==> config.mk <==
export PLATFORM = sky130hd
export DESIGN_NAME = noc_packet_datapath_flat
export DESIGN_NICKNAME = d
export VERILOG_FILES = /design/src/rtl/noc_packet_datapath_pkg.sv /design/src/rtl/noc_packet_datapath_if.sv /design/src/rtl/noc_packet_datapath_fifo.sv /design/src/rtl/noc_packet_datapath.sv /design/src/flat_wrapper.sv
export SDC_FILE = /design/constraint.sdc
export NUM_CORES = 1
export LEC_CHECK = 0
export BUFFER_PORTS_ARGS = -buffer_cell sky130_fd_sc_hd__buf_2
export CORE_ASPECT_RATIO = 1.1
export CORE_MARGIN = 8
export CORE_UTILIZATION = 54
export DETAILED_ROUTE_END_ITERATION = 6
export PLACE_DENSITY_LB_ADDON = 0.1
export SYNTH_ARGS = -nofsm -noshare
export SYNTH_HDL_FRONTEND = slang
export SYNTH_SLANG_ARGS = --single-unit
==> constraint.sdc <==
create_clock -name clk -period 3.9 [get_ports clk]
set_input_delay 0.78 -clock clk [delete_from_list [all_inputs] [get_ports clk]]
set_output_delay 0.78 -clock clk [all_outputs]
set_load 0.02 [all_outputs]
==> src/rtl/noc_packet_datapath_pkg.sv <==
// noc_pkg: shared state type, parameter defaults and header field layout for the NoC packet datapath.
package noc_pkg;
    typedef enum logic [1:0] {HDR = 2'd0, BODY = 2'd1, DONE = 2'd2} dp_state_t;
    localparam int FLIT_W_DEF = 32;
    localparam int LEN_W_DEF  = 4;
    localparam int DEPTH_DEF  = 8;
    localparam int CNT_W_DEF  = 16;
    localparam int LEN_LSB    = 0;
endpackage

==> src/rtl/noc_packet_datapath_if.sv <==
// noc_packet_datapath_if: controller, source and destination link signals of the packet datapath.
interface noc_packet_datapath_if import noc_pkg::*; #(
    parameter int FLIT_W = FLIT_W_DEF,
    parameter int CNT_W  = CNT_W_DEF
) ();
    logic [FLIT_W-1:0] src_flit;
    logic              get_packet;
    logic              transfer_en;
    logic              stop;
    logic              src_hold;
    logic [FLIT_W-1:0] dest_flit;
    logic              dest_valid;
    logic              dest_accept;
    logic [CNT_W-1:0]  pkt_count;
    modport master (
        output src_flit, get_packet, transfer_en, dest_accept,
        input  stop, src_hold, dest_flit, dest_valid, pkt_count
    );
    modport slave (
        input  src_flit, get_packet, transfer_en, dest_accept,
        output stop, src_hold, dest_flit, dest_valid, pkt_count
    );
endinterface

==> src/rtl/noc_packet_datapath_fifo.sv <==
// noc_flit_fifo: flit buffer with first-word-fall-through head; output reads 0 while empty.
module noc_flit_fifo import noc_pkg::*; #(
    parameter int FLIT_W = FLIT_W_DEF,
    parameter int DEPTH  = DEPTH_DEF
) (
    input  logic              clk,
    input  logic              reset,
    input  logic              push,
    input  logic              pop,
    input  logic [FLIT_W-1:0] din,
    output logic [FLIT_W-1:0] dout,
    output logic              full,
    output logic              empty
);
    localparam int PTR_W = $clog2(DEPTH);
    logic [FLIT_W-1:0] mem [DEPTH];
    logic [PTR_W-1:0]  rd_ptr, wr_ptr;
    logic [PTR_W:0]    count;
    logic              do_push, do_pop;
    assign full    = count == (PTR_W+1)'(DEPTH);
    assign empty   = count == '0;
    assign do_push = push & ~full;
    assign do_pop  = pop & ~empty;
    assign dout    = empty ? '0 : mem[rd_ptr];
    always_ff @(posedge clk) begin
        if (do_push) mem[wr_ptr] <= din;
    end
    // pointers wrap naturally since DEPTH is a power of two
    always_ff @(posedge clk or posedge reset) begin
        if (reset) begin
            rd_ptr <= '0;
            wr_ptr <= '0;
            count  <= '0;
        end else begin
            rd_ptr <= rd_ptr + PTR_W'(do_pop);
            wr_ptr <= wr_ptr + PTR_W'(do_push);
            count  <= count + (PTR_W+1)'(do_push) - (PTR_W+1)'(do_pop);
        end
    end
endmodule

==> src/rtl/noc_packet_datapath.sv <==
// noc_packet_datapath: captures controller-gated flits, tracks packet length and drains to the destination link.
// Optional completed-packet counter enabled by defining NOC_DP_PKT_CNT_EN.
module noc_packet_datapath import noc_pkg::*; #(
    parameter int FLIT_W = FLIT_W_DEF,
    parameter int DEPTH  = DEPTH_DEF,
    parameter int LEN_W  = LEN_W_DEF,
    parameter int CNT_W  = CNT_W_DEF
) (
    input logic                  clk,
    input logic                  reset,
    noc_packet_datapath_if.slave bus
);
    localparam logic [1:0] ST_HDR  = HDR;
    localparam logic [1:0] ST_BODY = BODY;
    localparam logic [1:0] ST_DONE = DONE;
    logic [1:0]       state;
    logic [LEN_W-1:0] remaining, len;
    logic             full, empty, cap;
    assign len            = bus.src_flit[LEN_LSB +: LEN_W];
    assign cap            = bus.get_packet & bus.transfer_en & ~full & (state != ST_DONE);
    assign bus.stop       = state == ST_DONE;
    assign bus.src_hold   = full;
    assign bus.dest_valid = ~empty;
    noc_flit_fifo #(.FLIT_W(FLIT_W), .DEPTH(DEPTH)) u_fifo (
        .clk   (clk),
        .reset (reset),
        .push  (cap),
        .pop   (bus.dest_accept & ~empty),
        .din   (bus.src_flit),
        .dout  (bus.dest_flit),
        .full  (full),
        .empty (empty)
    );
    // DONE lasts one cycle and ignores the controller, so stop is purely registered
    always_ff @(posedge clk or posedge reset) begin
        if (reset) begin
            state     <= ST_HDR;
            remaining <= '0;
        end else if (state == ST_DONE) begin
            state <= ST_HDR;
        end else if (cap) begin
            if (state == ST_HDR) begin
                state     <= len == '0 ? ST_DONE : ST_BODY;
                remaining <= len;
            end else begin
                state     <= remaining == LEN_W'(1) ? ST_DONE : ST_BODY;
                remaining <= remaining - LEN_W'(1);
            end
        end
    end
`ifdef NOC_DP_PKT_CNT_EN
    logic [CNT_W-1:0] pkt_count;
    always_ff @(posedge clk or posedge reset) begin
        if (reset) pkt_count <= '0;
        else if (state == ST_DONE) pkt_count <= pkt_count + CNT_W'(1);
    end
    assign bus.pkt_count = pkt_count;
`else
    assign bus.pkt_count = CNT_W'(0);
`endif
endmodule

==> src/flat_wrapper.sv <==
// flat-port wrapper written by rule: the top's interface ports become plain ports
module noc_packet_datapath_flat import noc_pkg::*;
#(
    parameter int FLIT_W = FLIT_W_DEF,
    parameter int DEPTH  = DEPTH_DEF,
    parameter int LEN_W  = LEN_W_DEF,
    parameter int CNT_W  = CNT_W_DEF
)
  (clk, reset, bus_src_flit, bus_get_packet, bus_transfer_en, bus_dest_accept, bus_stop, bus_src_hold, bus_dest_flit, bus_dest_valid, bus_pkt_count);
  noc_packet_datapath_if #(.FLIT_W(FLIT_W), .CNT_W(CNT_W)) bus_i ();
  input logic clk;
  input logic reset;
  input wire logic [$bits(bus_i.src_flit)-1:0] bus_src_flit;
  input wire logic [$bits(bus_i.get_packet)-1:0] bus_get_packet;
  input wire logic [$bits(bus_i.transfer_en)-1:0] bus_transfer_en;
  input wire logic [$bits(bus_i.dest_accept)-1:0] bus_dest_accept;
  output wire logic [$bits(bus_i.stop)-1:0] bus_stop;
  output wire logic [$bits(bus_i.src_hold)-1:0] bus_src_hold;
  output wire logic [$bits(bus_i.dest_flit)-1:0] bus_dest_flit;
  output wire logic [$bits(bus_i.dest_valid)-1:0] bus_dest_valid;
  output wire logic [$bits(bus_i.pkt_count)-1:0] bus_pkt_count;
  assign bus_i.src_flit = bus_src_flit;
  assign bus_i.get_packet = bus_get_packet;
  assign bus_i.transfer_en = bus_transfer_en;
  assign bus_i.dest_accept = bus_dest_accept;
  assign bus_stop = bus_i.stop;
  assign bus_src_hold = bus_i.src_hold;
  assign bus_dest_flit = bus_i.dest_flit;
  assign bus_dest_valid = bus_i.dest_valid;
  assign bus_pkt_count = bus_i.pkt_count;
  noc_packet_datapath #(.FLIT_W(FLIT_W), .DEPTH(DEPTH), .LEN_W(LEN_W), .CNT_W(CNT_W)) u_core (.clk(clk), .reset(reset), .bus(bus_i));
endmodule
* Word level (Yosys, flattened, before mapping)
Memory sizes are Yosys's and may differ from the RTL's.
Index checks and enable logic that the tools add are counted.
** Word-level totals
- Memories kept :: 1
- Register bits after elaboration :: 16
- Memory bits (writable) :: 256
** Cells by class
- Bitwise operators :: 9
- Reductions and logical operators :: 5
- Mux-type cells :: 9
- Eq/ne operators :: 4
- Add/sub/neg operators :: 5
** Memories
- u_core.u_fifo.mem :: words 8, width 32, rd ports 1, clocked after memory_dff 0, write ports 1, RTL line noc_packet_datapath_fifo.sv:16 : logic [FLIT_W-1:0] mem [DEPTH];
** Operator list (count)
- $mux W32 :: 1
- $mux W2 :: 5
- $logic_not A4 Y1 :: 2
- $add A3 B1 Y3 :: 2
- $and A1 B1 Y1 :: 6
- $add A4 B1 Y4 :: 1
- $eq A4 B1 Y1 const B :: 1
- $eq A4 B4 Y1 const B :: 1
- $mux W4 :: 1
- $sub A4 B1 Y4 :: 1
- $sub A4 B1 Y4 const B :: 1
- $not A1 Y1 :: 3
- $eq A2 B2 Y1 const B :: 1
- $logic_not A2 Y1 :: 1
- $mux W1 :: 2
- $ne A2 B2 Y1 const B :: 1
- $reduce_and A2 Y1 :: 1
- $reduce_bool A2 Y1 :: 1

* Depth between registers and ports, before layout
- Depth after elaboration :: 7
- Gate-level depth with buffers :: 12

* Hierarchy
Synthesis repeated with hierarchy kept, for this count alone.
** Unflattened totals
- Cells, all modules :: 496
- Area total of the unflattened synthesis :: 10839.1 µm²
** By module, submodules not included
- noc_flit_fifo :: cells an instance 427, times used 1, area each 10264.8 µm²
- noc_packet_datapath :: cells an instance 69, times used 1, area each 574.3 µm²

* Least setup slack after synthesis
No wires, ideal clock.
- Path kind :: input to register
- Start :: input port bus_get_packet
- End :: memory u_core.u_fifo.mem[0][0] (netlist name) (enable)
- Required time :: 3439 ps
- Stages :: 4
- Path slack :: -245 ps
- Arrival time :: 3684 ps
- Path through :: nand2_1 or2_2 or3_4 nor3_1
** On the way
- Cells in the longest elaborated chain, start to end :: 6
** RTL lines
- start: declaration :: RTL line flat_wrapper.sv:14 : input wire logic [$bits(bus_i.get_packet)-1:0] bus_get_packet;
- $and A1 B1 Y1 (3 in a row) :: RTL line noc_packet_datapath.sv:20 : assign cap = bus.get_packet & bus.transfer_en & ~full & (state != ST_DONE);
- $and A1 B1 Y1 :: RTL line noc_packet_datapath_fifo.sv:22 : assign do_push = push & ~full;
- $mux W1 :: RTL line noc_packet_datapath_fifo.sv:26 : if (do_push) mem[wr_ptr] <= din;
- $mux W1 (not written as such) :: RTL line noc_packet_datapath_fifo.sv:26
- end: declaration :: RTL line noc_packet_datapath_fifo.sv:16
Every way passes these cells.

* Final worst setup path
- Start :: register u_core.u_fifo.rd_ptr[0]
- End :: output port bus_dest_flit[31]
** On the way
- Cells in the longest elaborated chain, start to end :: 2
** RTL lines
- start: declaration :: RTL line noc_packet_datapath_fifo.sv:17 : logic [PTR_W-1:0] rd_ptr, wr_ptr;
- start signal: assignment :: RTL line noc_packet_datapath_fifo.sv:35 : rd_ptr <= rd_ptr + PTR_W'(do_pop);
- $mem_v2 Z8 W32
- $mux W32 :: RTL line noc_packet_datapath_fifo.sv:24 : assign dout = empty ? '0 : mem[rd_ptr];
- end: declaration :: RTL line flat_wrapper.sv:19 : output wire logic [$bits(bus_i.dest_flit)-1:0] bus_dest_flit;
Every way passes these cells.

==> flow_summary.ini <==
[synthesis]
syn_area_um2 = 10700
synth.top_cell.area_share_pct = 72.0
yosys.area.top_type = edfxtp_1
synth_area_leaders = edfxtp_1, mux4_2, dfrtp_1
synth_cell_type_count = 38
syn_avg_cell_area_um2 = 21.6
ys_warn_count = 0
ys_ff_latch = 272
yosysSeqAreaShare_pct = 75.7
synthCells = 494

[cells_and_area]
drive_gt1_share_pct = 32.3
areaGrowthSynthToFinish_pct = 15.3
fin_nets = 639

[timing]
worstMarginPinSlew_ns = 0.647
rsz0062_at_grt = no
fmax_mhz = 298
period_needed_ns = 3.35
finClkSkew_ns = 0.0104
period_share_pct = 85.9
setup_tns_ns = 0
relSlewSlack_pct = 56.8
hold_viol = 0
finalSetupViolCount = 0
slew_viol_final = 0

[global_route]
grt_overflow = 0
grt_pass1_wl_mm = 31.7
antenna_found_initial = 1
grtUsageTotal_pct = 17.2
grt_pass1_vias = 5441
grt_max_degree = 35

[place]
place_congestion = 0.714
hpwlAfterDp_mm = 12.1
numPortBuffers = 71

[power]
p_sw_w = 0.00279
p_leak_nw = 4.24
p_int_w = 0.00629
swShare_pct = 30.8
seqPwrFrac_pct = 41.1
power.ir.vdd_worst_v = 0.000437
cellPowerDensity_nw_per_um2 = 738
fin_total_pwr_w = 0.00908
combPwrFrac_pct = 31.0
p_clk_share_pct = 28.0

[die]
ios = 88
die_width_um = 150
dieArea_um2 = 24500
core-area_um2 = 19600
std_cell_rows = 54
initial_core_util_pct = 54.5
die_h_um = 164

[setup_path]
slowest_delay_ns = 0.68
rrSetupSlack_ns = 1.32
critPathLaunchType = flip-flop
path_cells = buf_12 > mux4_1 > a22o_1 > buf_2
crit_arrival_ns = 2.57
worstPathMaxFanout = 34
cp.required_ns = 3.12
endpoint_kind = primary output
crit_slowest_cell = dfrtp_4
timing_worst_setup_path_type = reg -> out

[drt]
routedWlPerCell_um = 23.8
final_antenna_net_count = 0
route.detailed.drc = 0
drt_first_iter_violations = 257
via_per_inst = 5.75
first_pass_iters = 4
vias = 4955
drt-total-wl_mm = 20.5

[clock_network]
cts_hold_buf = 0
cts_root_buf = clkbuf_16
clkTransAtPathRegs_ns = 0.07
cts.sinks = 272
postCtsSetupBuffers = 0
cts_tree = done
ctsResizeCount = 0
cts_inserted_buffers = 27
clk_latency_ns = 0.52
cts_max_path_buffers = 3
htree_levels = 1

[min_path]
hold_path.class = in -> async

[flow_run]
maxCapViolCount = 0

[status]
status = completed
-- worst paths after layout --
kind	from	to	depth (start not counted)
max in group asynchronous	reset	u_core.u_fifo.rd_ptr[0]	2
min	reset	u_core.u_fifo.wr_ptr[2]	2
min in group clk	bus_src_flit[9]	u_core.u_fifo.mem[3][9]	1
min reg2reg	u_core.u_fifo.wr_ptr[0]	u_core.u_fifo.wr_ptr[0]	1
max	u_core.u_fifo.rd_ptr[0]	bus_dest_flit[31]	4
max reg2reg	u_core.u_fifo.count[2]	u_core.u_fifo.mem[3][1]	8
-- registers in the layout, indices dropped and copies added (netlist names) --
register              count
u_core.u_fifo.mem       256
u_core.remaining          4
u_core.u_fifo.count       4
u_core.u_fifo.rd_ptr      3
u_core.u_fifo.wr_ptr      3
u_core.state              2
-- power by group through the flow --
stage	sequential (W)	clock [W]	combinational, W
after floorplan	0.00364	0	0.00216
after CTS	0.00374	0.00260	0.00289
after detailed placement	0.00380	0	0.00289
final	0.00373	0.00254	0.00281
after global placement	0.00378	0	0.00284
after global routing	0.00378	0.00270	0.00305
-- critical path: cells and delay by family (launching register included) --
kind / cells / cell delay, ns
buf+inv: 2 / 0.47
flops: 1 / 0.68
compound gates: 1 / 0.24
mux: 1 / 0.60
-- synth_stat cells --
library cell  instances
a22oi_1               1
buf_1                 1
nor4_1                2
and2_1                2
a22o_1               33
nor2_1               10
nand3b_1              1
or3_4                 1
clkbuf_1              8
or2_2                 1
inv_1                12
xnor2_1               1
buf_2                 7
nand2_1               6
mux4_2               57
a32oi_1               1
o21ai_0               1
a21o_1                1
nor3_1                3
conb_1                1
o31a_1                1
o211ai_1              2
edfxtp_1            256
nand4_1               1
nor2b_1               2
ha_1                 12
a21oi_1               3
nand3_1              10
nand2b_1              4
buf_6                 7
dfrtp_1              16
nor3b_1               1
o311a_1               1
buf_4                16
mux4_1                7
mux2i_1               1
fa_1                  1
xor2_1                3
-- layout make-up --
| type | count | area (um2) |
|---|---|---|
| sequential | 272 | 8090 |
| fill | 1385 | 7280 |
| inverter | 12 | 45.0 |
| clock inverter | 10 | 128 |
| timing repair buffer | 90 | 561 |
| tap | 252 | 315 |
| antenna | 1 | 2.50 |
| multi-input combinational | 186 | 2410 |
| clock buffer | 39 | 751 |
-- layer usage --
layer,vias up,global-route usage [%],share of wire [%],routed length [um]
met5,-,0,0.058,12
met4,2,3.77,1.4,291
met3,23,2.91,6.3,1290
met2,130,30.1,52,10700
met1,2583,22.0,40,8230
li1,2217,-,-,-
-- per-stage QoR --
step           instances  hold WS [ns]  utilization, %  instance area [um2]  setup slack (ns)
5_1_grt              861         0.369            62.8                12300             0.391
6_report             862         0.341            62.8                12300             0.548
3_5_place_dp         812         0.526            58.3                11400              1.05
4_1_cts              861         0.341            62.8                12300             0.496
3_3_place_gp         812         0.517            58.3                11400              1.09
2_1_floorplan        509         0.456               -                10700             0.634
-- placed cells by master (no fill, tap or decap), drive strengths merged --
cell type  Yosys  layout
nand3b         1       1
buf           31      90
xor2           3       3
mux2i          1       1
nand2b         4       4
inv           12      13
o311a          1       1
dfrtp         16      16
a21o           1       1
a32oi          1       1
clkinv         0       5
ha            12      12
nor2          10      10
fa             1       1
mux4          64      64
nor3           3       3
o211ai         2       2
o21ai          1       1
conb           1      16
bufinv         0       3
edfxtp       256     256
xnor2          1       1
nand3         10      10
nor2b          2       2
a21oi          3       3
a22oi          1       1
nand4          1       1
and2           2       2
or2            1       1
diode          0       1
clkinvlp       0       1
o31a           1       1
nor4           2       2
clkbuf         8      39
nor3b          1       1
a22o          33      33
or3            1       1
nand2          6       6
-- logic make-up after synthesis --
group,count (synthesis),synth area share [%]
XOR/XNOR,4,0.328
AND/OR/NAND/NOR,44,2.12
AO/OA/AOI/OAI,44,3.43
multiplexers,65,13.8
other,1,0.0351
flip-flops,272,75.7
adder cells (fa/ha/maj),13,1.59
buffers and inverters,51,2.93
Power figures use the tool's default switching activity.
